===== src/rtl/mtsp_trd_wakeup_if.sv =====
// -----------------------------------------------------------------------------
// mtsp_trd_wakeup_if
// Bundles the issue, response and status signals of the per-thread wait
// tracker so that the tracker and whoever drives it share one port list.
//
// Signals
//   ISSUE_nEN      issue strobe, active low
//   ISSUE_nTRD     issuing thread, one-cold (active low)
//   ISSUE_WAIT     request blocks its thread until the response returns
//   ISSUE_READY    request can be accepted this cycle (combinational)
//   RESP_EN        response valid, active high
//   RESP_TID       thread index of the response
//   PC_nAWAKE      one-cycle wake pulse per thread, active low
//   PENDING        bit t set while thread t has outstanding requests
//   ERR_UNDERFLOW  sticky response-without-request flag
//   ERR_TIMEOUT    sticky watchdog flag
//
// Modports
//   master  request/response source (scheduler side or testbench)
//   slave   the tracker itself
// -----------------------------------------------------------------------------
interface mtsp_trd_wakeup_if #(
   parameter int TRD_COUNT = 8
);
   localparam int TID_W = (TRD_COUNT > 1) ? $clog2(TRD_COUNT) : 1;

   logic                 ISSUE_nEN;
   logic [TRD_COUNT-1:0] ISSUE_nTRD;
   logic                 ISSUE_WAIT;
   logic                 ISSUE_READY;
   logic                 RESP_EN;
   logic [TID_W-1:0]     RESP_TID;
   logic [TRD_COUNT-1:0] PC_nAWAKE;
   logic [TRD_COUNT-1:0] PENDING;
   logic                 ERR_UNDERFLOW;
   logic                 ERR_TIMEOUT;

   modport master (
      output ISSUE_nEN, ISSUE_nTRD, ISSUE_WAIT, RESP_EN, RESP_TID,
      input  ISSUE_READY, PC_nAWAKE, PENDING, ERR_UNDERFLOW, ERR_TIMEOUT
   );

   modport slave (
      input  ISSUE_nEN, ISSUE_nTRD, ISSUE_WAIT, RESP_EN, RESP_TID,
      output ISSUE_READY, PC_nAWAKE, PENDING, ERR_UNDERFLOW, ERR_TIMEOUT
   );
endinterface


===== src/rtl/mtsp_trd_wakeup.sv =====
// -----------------------------------------------------------------------------
// mtsp_trd_wakeup
// Per-thread memory-wait tracker feeding the thread scheduler's PC_nAWAKE.
// Counts each thread's outstanding wait-type requests, emits a one-cycle
// active-low wake pulse one cycle after the last response for a thread, and
// withholds ISSUE_READY while the selected thread's counter is saturated.
//
// Ports
//   CLK   main clock
//   RST   synchronous active-high reset
//   bus   mtsp_trd_wakeup_if.slave: issue/response inputs, ISSUE_READY,
//         PC_nAWAKE, PENDING, ERR_UNDERFLOW, ERR_TIMEOUT
//
// Build option
//   MTSP_WAKEUP_TIMEOUT_EN  adds a per-thread watchdog; a thread stuck in WAIT
//                           for TIMEOUT_CYCLES is force-woken and ERR_TIMEOUT
//                           latches. Without it ERR_TIMEOUT is tied low.
// -----------------------------------------------------------------------------
module mtsp_trd_wakeup #(
   parameter int TRD_COUNT      = 8,
   parameter int CNT_W          = 4,
   parameter int TIMEOUT_CYCLES = 1024
) (
   input logic              CLK,
   input logic              RST,
   mtsp_trd_wakeup_if.slave bus
);
   localparam int               TID_W   = (TRD_COUNT > 1) ? $clog2(TRD_COUNT) : 1;
   localparam logic [CNT_W-1:0] CNT_MAX = '1;
   localparam logic [TID_W:0]   TRD_LIM = (TID_W+1)'(TRD_COUNT);

   typedef enum logic [1:0] {S_IDLE, S_WAIT, S_WAKE} state_t;

   state_t               state     [TRD_COUNT];
   state_t               state_nxt [TRD_COUNT];
   logic [CNT_W-1:0]     cnt       [TRD_COUNT];
   logic [CNT_W-1:0]     cnt_nxt   [TRD_COUNT];
   logic [TRD_COUNT-1:0] inc;
   logic [TRD_COUNT-1:0] dec;
   logic [TRD_COUNT-1:0] expire;
   logic [TRD_COUNT-1:0] trd_hot;
   logic                 one_cold;
   logic [TID_W-1:0]     sel;
   logic                 tid_ok;
   logic                 issue_acc;
   logic                 underflow_set;
   logic                 err_underflow;
   logic                 err_timeout;

   // ---- issue select / acceptance (combinational) ----
   always_comb begin
      trd_hot  = ~bus.ISSUE_nTRD;
      // exactly one bit set: non-zero and clearing the lowest set bit leaves zero
      one_cold = (trd_hot != '0) && ((trd_hot & (trd_hot - TRD_COUNT'(1))) == '0);
      sel      = '0;
      for (int t = 0; t < TRD_COUNT; t++) begin
         if (trd_hot[t]) sel = TID_W'(t);
      end
   end

   assign bus.ISSUE_READY = one_cold && (cnt[sel] != CNT_MAX);
   assign issue_acc       = ~bus.ISSUE_nEN && bus.ISSUE_WAIT && bus.ISSUE_READY;
   assign tid_ok          = ({1'b0, bus.RESP_TID} < TRD_LIM);

   // A response may retire a same-cycle issue to a thread whose counter is 0.
   always_comb begin
      inc = '0;
      dec = '0;
      for (int t = 0; t < TRD_COUNT; t++) begin
         inc[t] = issue_acc && (sel == TID_W'(t));
         dec[t] = bus.RESP_EN && tid_ok && (bus.RESP_TID == TID_W'(t)) &&
                  ((cnt[t] != '0) || inc[t]);
      end
   end

   // Any valid response that retired nothing is an underflow.
   assign underflow_set = bus.RESP_EN && (dec == '0);

`ifdef MTSP_WAKEUP_TIMEOUT_EN
   localparam int             WD_W   = (TIMEOUT_CYCLES > 1) ? $clog2(TIMEOUT_CYCLES) : 1;
   localparam logic [WD_W-1:0] WD_LIM = WD_W'(TIMEOUT_CYCLES - 1);

   logic [WD_W-1:0]      wd [TRD_COUNT];
   logic [TRD_COUNT-1:0] resp_hit;

   always_comb begin
      resp_hit = '0;
      expire   = '0;
      for (int t = 0; t < TRD_COUNT; t++) begin
         resp_hit[t] = bus.RESP_EN && tid_ok && (bus.RESP_TID == TID_W'(t));
         expire[t]   = (state[t] == S_WAIT) && (wd[t] == WD_LIM) && !inc[t] && !resp_hit[t];
      end
   end

   // ---- watchdog registers ----
   always_ff @(posedge CLK) begin
      if (RST) begin
         for (int t = 0; t < TRD_COUNT; t++) wd[t] <= '0;
         err_timeout <= 1'b0;
      end else begin
         for (int t = 0; t < TRD_COUNT; t++) begin
            if ((state[t] != S_WAIT) || inc[t] || resp_hit[t]) wd[t] <= '0;
            else                                               wd[t] <= wd[t] + WD_W'(1);
         end
         if (expire != '0) err_timeout <= 1'b1;
      end
   end
`else
   assign expire      = '0;
   assign err_timeout = 1'b0;
`endif

   // ---- counter next value ----
   always_comb begin
      for (int t = 0; t < TRD_COUNT; t++) begin
         cnt_nxt[t] = cnt[t];
         if (expire[t])              cnt_nxt[t] = '0;
         else if (inc[t] && !dec[t]) cnt_nxt[t] = cnt[t] + CNT_W'(1);
         else if (dec[t] && !inc[t]) cnt_nxt[t] = cnt[t] - CNT_W'(1);
      end
   end

   // ---- FSM next state ----
   always_comb begin
      for (int t = 0; t < TRD_COUNT; t++) begin
         state_nxt[t] = state[t];
         case (state[t])
            S_IDLE:  if (cnt_nxt[t] != '0) state_nxt[t] = S_WAIT;
            S_WAIT:  if (cnt_nxt[t] == '0) state_nxt[t] = S_WAKE;
            S_WAKE:  state_nxt[t] = (cnt_nxt[t] != '0) ? S_WAIT : S_IDLE;
            default: state_nxt[t] = S_IDLE;
         endcase
      end
   end

   // ---- state / counter / error registers ----
   always_ff @(posedge CLK) begin
      if (RST) begin
         for (int t = 0; t < TRD_COUNT; t++) begin
            state[t] <= S_IDLE;
            cnt[t]   <= '0;
         end
         err_underflow <= 1'b0;
      end else begin
         for (int t = 0; t < TRD_COUNT; t++) begin
            state[t] <= state_nxt[t];
            cnt[t]   <= cnt_nxt[t];
         end
         if (underflow_set) err_underflow <= 1'b1;
      end
   end

   // ---- outputs, decoded from registers only ----
   always_comb begin
      bus.PC_nAWAKE = '1;
      bus.PENDING   = '0;
      for (int t = 0; t < TRD_COUNT; t++) begin
         bus.PC_nAWAKE[t] = (state[t] != S_WAKE);
         bus.PENDING[t]   = (cnt[t] != '0);
      end
   end

   assign bus.ERR_UNDERFLOW = err_underflow;
   assign bus.ERR_TIMEOUT   = err_timeout;

endmodule


===== src/flat_wrapper.sv =====
// flat-port wrapper written by rule: the top's interface ports become plain ports
module mtsp_trd_wakeup_flat 
#(
   parameter int TRD_COUNT      = 8,
   parameter int CNT_W          = 4,
   parameter int TIMEOUT_CYCLES = 1024
)
  (CLK, RST, bus_ISSUE_nEN, bus_ISSUE_nTRD, bus_ISSUE_WAIT, bus_RESP_EN, bus_RESP_TID, bus_ISSUE_READY, bus_PC_nAWAKE, bus_PENDING, bus_ERR_UNDERFLOW, bus_ERR_TIMEOUT);
  mtsp_trd_wakeup_if #(.TRD_COUNT(TRD_COUNT)) bus_i ();
  input logic CLK;
  input logic RST;
  input wire logic [$bits(bus_i.ISSUE_nEN)-1:0] bus_ISSUE_nEN;
  input wire logic [$bits(bus_i.ISSUE_nTRD)-1:0] bus_ISSUE_nTRD;
  input wire logic [$bits(bus_i.ISSUE_WAIT)-1:0] bus_ISSUE_WAIT;
  input wire logic [$bits(bus_i.RESP_EN)-1:0] bus_RESP_EN;
  input wire logic [$bits(bus_i.RESP_TID)-1:0] bus_RESP_TID;
  output wire logic [$bits(bus_i.ISSUE_READY)-1:0] bus_ISSUE_READY;
  output wire logic [$bits(bus_i.PC_nAWAKE)-1:0] bus_PC_nAWAKE;
  output wire logic [$bits(bus_i.PENDING)-1:0] bus_PENDING;
  output wire logic [$bits(bus_i.ERR_UNDERFLOW)-1:0] bus_ERR_UNDERFLOW;
  output wire logic [$bits(bus_i.ERR_TIMEOUT)-1:0] bus_ERR_TIMEOUT;
  assign bus_i.ISSUE_nEN = bus_ISSUE_nEN;
  assign bus_i.ISSUE_nTRD = bus_ISSUE_nTRD;
  assign bus_i.ISSUE_WAIT = bus_ISSUE_WAIT;
  assign bus_i.RESP_EN = bus_RESP_EN;
  assign bus_i.RESP_TID = bus_RESP_TID;
  assign bus_ISSUE_READY = bus_i.ISSUE_READY;
  assign bus_PC_nAWAKE = bus_i.PC_nAWAKE;
  assign bus_PENDING = bus_i.PENDING;
  assign bus_ERR_UNDERFLOW = bus_i.ERR_UNDERFLOW;
  assign bus_ERR_TIMEOUT = bus_i.ERR_TIMEOUT;
  mtsp_trd_wakeup #(.TRD_COUNT(TRD_COUNT), .CNT_W(CNT_W), .TIMEOUT_CYCLES(TIMEOUT_CYCLES)) u_core (.CLK(CLK), .RST(RST), .bus(bus_i));
endmodule

===== config.mk =====
export PLATFORM = sky130hd
export DESIGN_NAME = mtsp_trd_wakeup_flat
export DESIGN_NICKNAME = d
export VERILOG_FILES = /design/src/rtl/mtsp_trd_wakeup_if.sv /design/src/rtl/mtsp_trd_wakeup.sv /design/src/flat_wrapper.sv
export SDC_FILE = /design/constraint.sdc
export NUM_CORES = 1
export LEC_CHECK = 0
export BUFFER_PORTS_ARGS = -buffer_cell sky130_fd_sc_hd__buf_4
export CELL_PAD_IN_SITES_DETAIL_PLACEMENT = 0
export CELL_PAD_IN_SITES_GLOBAL_PLACEMENT = 1
export CORE_ASPECT_RATIO = 0.5
export CORE_MARGIN = 4
export CORE_UTILIZATION = 25
export DETAILED_ROUTE_END_ITERATION = 7
export PLACE_DENSITY = 0.51
export SYNTH_ARGS = -nofsm -noshare
export SYNTH_HDL_FRONTEND = slang
export SYNTH_SLANG_ARGS = --single-unit

===== constraint.sdc =====
create_clock -name CLK -period 3.35 [get_ports CLK]
set_clock_uncertainty 0.2 [all_clocks]
set_input_delay 0.67 -clock CLK [delete_from_list [all_inputs] [get_ports CLK]]
set_output_delay 0.67 -clock CLK [all_outputs]
set_load 0.01 [all_outputs]

==> impl_metrics.json, run 1 <==
{
  "ys_seq_elements": 49,
  "synth_area_per_cell_um2": 7.65,
  "synth_nets": 539,
  "clkTransAtPathRegs_ns": 0.06,
  "viasPerCell": 5.04,
  "postRouteAntennaNets": 0,
  "start_util": 0.262,
  "synth_warnings": 0,
  "finalMaxSlewViolations": 0,
  "setup_violations": 0,
  "yosysTopAreaCellShare": 0.253,
  "critPathLaunchType": "input port",
  "ir_drop_mv": 0.164,
  "clock_sinks": 49,
  "drt_iter0_markers": 168,
  "cts_made_buffers": 5,
  "whs_ns": 0.254,
  "ctsRootBufferMaster": "clkbuf_16",
  "worst_ep_arrival_time_ns": 2.30,
  "remaining_drc_errors": 0,
  "worstHoldPathType": "reg -> reg",
  "cap_violations": 0,
  "synth_largest_area_cell": "dfxtp_1",
  "critPathRequiredTime_ns": 2.48,
  "grt_pass1_wl_um": 19200,
  "period_share": 0.947,
  "finalSetupTns_ns": 0,
  "grt_pass1_vias": 3617,
  "async_flop_share": 0,
  "cts-htree-levels": 2,
  "grt_max_degree": 51,
  "status": "complete, no violations",
  "synthTopCellsByArea": "dfxtp_1 25%, ha_1 5.2%, nor2_1 5.0%, nand2_1 4.5%, nand2b_1 3.1%",
  "drt_wl_total_um": 11500,
  "final_hold_viol_count": 0,
  "ctsResizeCount": 0,
  "grt_use_total": 0.135,
  "yosysMostFrequentCell": "nor2_1",
  "syn_area_um2": 3880,
  "cts_tree": "done",
  "clkLatencyLatePin_ns": 0.30,
  "synth_top_flop_cell": "dfxtp_1",
  "crit_type": "in -> out",
  "finalWeightedCongestion": 0.822,
  "p_leak_uw": 0.00181,
  "fp.dieH_um": 96.1,
  "power.density_nw_per_um2": 405,
  "hpwl_um": 9020,
  "wl_met3_um": 290,
  "worst_slew_pin_slew_ns": 0.588,
  "drt_first_pass_iters": 4,
  "netlist_top_cells_count": "52 x nor2_1, 49 x dfxtp_1, 47 x nand2_1",
  "area_growth_pct": 20.7,
  "synth-edff-count": 0,
  "port_buffers": 33,
  "drt-wirelength-per-cell_um": 15.2,
  "vias": 3813,
  "layout.nets": 589,
  "wl_met1_um": 6340,
  "timing.reg2reg.setup_slack_ns": 0.54,
  "grt.overflow.total": 0,
  "end_kind": "output pin",
  "finalCoreUtilization": 0.316,
  "top_layer_used": "met4",
  "rsz0062_at_grt": "no",
  "post-place-cells": 747,
  "relSlewSlack": 0.608,
  "final_layout_size_suffix_gt1_frac": 0.149,
  "wl_met2_um": 4800,
  "ys_types": 74,
  "fp.dieW_um": 184,
  "finalNonFillerCells": 756,
  "synth_cells": 507,
  "worst-path-max-fanout": 9,
  "rows": 31,
  "num_io_pins": 35,
  "period_needed_ns": 3.17,
  "diodes": 0,
  "core_um2": 14800,
  "max_clock_freq_ghz": 0.315,
  "cts_max_path_buffers": 2,
  "ys_seq_area_frac": 0.253,
  "die_area_um2": 17700,
  "antenna_found_initial": 0
}
worst max-delay path, cell delays in order:
cell and delay (ns):
buf_4 0.14, and2b_1 0.21, nor3_4 0.30, mux2i_2 0.34
nand3_1 0.15, buf_4 0.19, nor2_1 0.15, buf_4 0.15
metal layers:
layer | GRT usage | up-vias
met5 | 0 | -
met4 | 0.0240 | 0
met3 | 0.0242 | 4
met2 | 0.207 | 38
met1 | 0.200 | 1784
li1 | - | 1987
registers in the layout, summed over array words and instances (netlist names):
name	cells
u_core.state	16
u_core.bus.ERR_UNDERFLOW	1
u_core.cnt	32
placed cells by master (no fill, tap or decap), types with 8 or more instances in the layout:
cell type   n
inv_1      24
mux2i_1     9
buf_4      62
and3_1     11
nor3_1     21
nand4_1    13
nor4_1      9
dfxtp_1    49
xnor2_1    13
nor2b_1     9
a21oi_1    15
nand2b_1   19
nand3_1    23
a211oi_1    9
a31oi_1     9
nand2_1    47
o21ai_0    15
ha_1       16
or4_1       9
a21o_1      8
nor2_1     52
power by group:
part / switching [uW] / internal (uW) / total (uW)
Sequential: 73.0 / 639 / 712
Clock: 241 / 427 / 669
Combinational: 279 / 238 / 517
per-stage QoR:
stage	total power [uW]	setup slack (ns)	area (um2)
CTS	1930	0.123	4670
global placement	1250	0.0621	4480
floorplan	1050	0.187	3880
global route	2030	0.0157	4680
finish	1900	0.177	4680
detailed placement	1240	0.00138	4480
final timing paths:
| kind | startpoint | endpoint | depth (start not counted) |
|---|---|---|---|
| setup / recovery | bus_ISSUE_nTRD[4] | bus_ISSUE_READY | 8 |
| hold / removal | u_core.state[0][2] | u_core.state[0][3] | 2 |
| setup reg to reg | u_core.cnt[7][1] | u_core.state[1][2] | 8 |
| hold reg to reg | u_core.state[0][2] | u_core.state[0][3] | 2 |
cells by family (layout without fill, tap and decap cells):
| family | Yosys count | after routing | share of synthesized area |
|---|---|---|---|
| xor gates and xnor gates | 15 | 15 | 0.0339 |
| muxes | 11 | 11 | 0.0307 |
| adders and majority gates | 17 | 17 | 0.0542 |
| and+or+nand+nor | 255 | 255 | 0.358 |
| other | 1 | 1 | 0.000967 |
| AOI/OAI and AO/OA | 116 | 116 | 0.221 |
| DFF | 49 | 49 | 0.253 |
| buffers and inverters | 43 | 94 | 0.0487 |
cell type report:
cell class                 count  area (um2)
fill                        1625       10100
sequential                    49         981
clock buffer                   5         125
inverter                      24        90.1
multi-input combinational    415        2710
tap                          198         248
clock inverter                 3        65.1
timing repair buffer          62         465
timing repair:
item / CTS / global route
endpoints found under the hold margin: 0 / 0
hold buffers: 0 / 0
setup endpoints to repair: 0 / 1
buffers inserted: 0 / 1
(Power assumes the default switching activity.)
==> inputs of run 2 (changes only) <==
==> constraint.sdc (replaced) <==
create_clock -name CLK -period 3.35 [get_ports CLK]
set_clock_uncertainty 0.2 [all_clocks]
set_input_delay 0.335 -clock CLK [delete_from_list [all_inputs] [get_ports CLK]]
set_output_delay 0.335 -clock CLK [all_outputs]
set_load 0.01 [all_outputs]
==> run 2 against run 1 <==
Critical path depth increased by 1. Highest routed layer unchanged. Critical endpoint is now u_core.state[1][7]. Final area decreased by 4.1%. Critical path type is now in -> reg. Global-route usage decreased by 0.22 points. Clock power decreased by 21%. Sequential share of layout area increased by 0.89 points.
==> impl_metrics.json, run 2 (same netlist as run 1, synthesis figures left out) <==
{
  "switchingPower_uw": 584,
  "final_hold_viol_count": 0,
  "period_needed_ns": 2.89,
  "viasPerCell": 5.12,
  "critPathLaunchType": "input port",
  "switching_share": 0.332,
  "area_growth_pct": 15.8,
  "grt_pass1_vias": 3566,
  "worstPathCellList": "buf_4 > and3b_4 > nor3_4 > mux2i_2 > and4_1 > nor2_1 > or4_1 > a221oi_2 > and3_1",
  "fillers": 1629,
  "reg2regPathDepth": 8,
  "die_area_um2": 17700,
  "largest_reg_flops": 32,
  "remaining_drc_errors": 0,
  "max_clock_freq_ghz": 0.346,
  "fp.dieW_um": 184,
  "finalWeightedCongestion": 0.810,
  "clock_sinks": 49,
  "cts-htree-levels": 2,
  "drt_first_pass_iters": 4,
  "cts_made_buffers": 5,
  "num_io_pins": 35,
  "critPathSlowestCell": "or4_1",
  "finalMaxSlewViolations": 0,
  "drt-wirelength-per-cell_um": 15.6,
  "vias": 3767,
  "crit_buf_inv": 1,
  "diodes": 0,
  "timing.rr.start": "u_core.cnt[7][2]",
  "critPathRequiredTime_ns": 3.39,
  "antenna_found_initial": 0,
  "layout.nets": 570,
  "rsz0062_at_grt": "no",
  "finalSetupTns_ns": 0,
  "setup_violations": 0,
  "grt_use_total": 0.133,
  "drt_wl_total_um": 11500,
  "fp.dieH_um": 96.1,
  "clkPwrFrac": 0.301,
  "rows": 31,
  "postRouteAntennaNets": 0,
  "crit_type": "in -> reg",
  "clkLatencyLatePin_ns": 0.30,
  "worst_slew_pin_slew_ns": 0.607,
  "grt_max_degree": 51,
  "drt_iter0_markers": 151,
  "period_share": 0.862,
  "end_kind": "flop",
  "p_comb_frac": 0.300,
  "postCtsHoldBufs": 0,
  "worst_ep_arrival_time_ns": 2.92,
  "start_util": 0.262,
  "ir_drop_mv": 0.167,
  "clkTransAtPathRegs_ns": 0.07,
  "worstHoldPathType": "reg -> reg",
  "p_leak_uw": 0.00169,
  "hpwl_um": 9000,
  "ctsRootBufferMaster": "clkbuf_16",
  "finalPower_uw": 1760,
  "port_buffers": 33,
  "relSlewSlack": 0.595,
  "whs_endpoint": "u_core.state[0][3]",
  "status": "complete, no violations",
  "final_common_cell": "nor2_1",
  "post_cts_buffers": 0,
  "cts_tree": "done",
  "core_um2": 14800,
  "p_int_uw": 1170,
  "timing.reg2reg.setup_slack_ns": 0.46,
  "cts_max_path_buffers": 2,
  "final_layout_size_suffix_gt1_frac": 0.115,
  "grt.overflow.total": 0,
  "cap_violations": 0,
  "min_path_cells": 2,
  "r2r-end": "u_core.state[1][7]",
  "layout_common_cells": "52 x nor2_1, 49 x dfxtp_1, 47 x nand2_1",
  "worst-path-max-fanout": 9,
  "cp_top_family": "simple AND/OR/NAND/NOR gates",
  "max_stage_delay_ns": 0.50,
  "grt_pass1_wl_um": 18800,
  "hp-start": "u_core.state[0][2]",
  "ctsResizeCount": 0,
  "seqPwrFrac": 0.399,
  "largest_register": "u_core.cnt",
  "power.density_nw_per_um2": 391
}
## run 2: cell count changes in the layout (fill, tap and decap cells not counted)
cell / change
bufinv_16: -2
buf_4: -19
clkbuf_8: +1
clkinv_2: -1
clkbuf_1: +1
## run 2: worst reg2reg max path: stages, from the launching register on
cell and delay [ns]:
dfxtp_1 0.35, and3_1 0.21, and3b_1 0.19, a311oi_2 0.37
and4_1 0.42, nor2_1 0.12, or4_1 0.50, a221oi_2 0.28
and3_1 0.19
## run 2: power groups by stage
stage	Clock (uW)	Sequential [uW]	Combinational, uW
after global placement	0	716	538
after global routing	572	712	594
after floorplan	0	703	352
after CTS	551	701	534
final	528	702	527
after detailed placement	0	714	532
## run 2: per-stage QoR
step / hold WS, ns / std cells / util / cell area [um2] / setup slack [ns]
finish: 0.249 / 736 / 0.303 / 4490 / 0.462
CTS: 0.251 / 736 / 0.303 / 4490 / 0.459
detailed placement: 0.243 / 729 / 0.294 / 4350 / 0.171
global placement: 0.244 / 729 / 0.294 / 4350 / 0.242
global route: 0.277 / 736 / 0.303 / 4490 / 0.290
floorplan: 0.222 / 507 / - / 3880 / 0.522
## run 2: how the worst max path moves through the flow
stage / from / to / slack, ns / cells after the start
floorplan: bus_ISSUE_nTRD[7] / u_core.state[0][7] / 0.52 / 11
global placement: bus_ISSUE_nTRD[4] / u_core.state[1][7] / 0.24 / 9
detailed placement: bus_ISSUE_nTRD[4] / u_core.state[1][7] / 0.17 / 9
CTS: u_core.cnt[7][2] / u_core.state[1][7] / 0.46 / 8
global route: bus_ISSUE_nTRD[1] / u_core.state[0][3] / 0.29 / 9
finish: bus_ISSUE_nTRD[4] / u_core.state[1][7] / 0.46 / 9
## run 2: area by class of cell
cell class,count,area [um2],share of cell area
Tap cell,198,248,0.0552
Inverter,24,90.1,0.0201
Multi-Input combinational cell,415,2710,0.603
Clock buffer,7,143,0.0318
Sequential cell,49,981,0.218
Timing Repair Buffer,43,323,0.0719
## run 2: routing by layer
layer | GRT usage | vias to the layer above | part of all wire
met4 | 0.0234 | 0 | 0.0048
met3 | 0.0253 | 2 | 0.029
met1 | 0.190 | 1766 | 0.54
met5 | 0 | - | 0
li1 | - | 1952 | -
met2 | 0.211 | 47 | 0.43
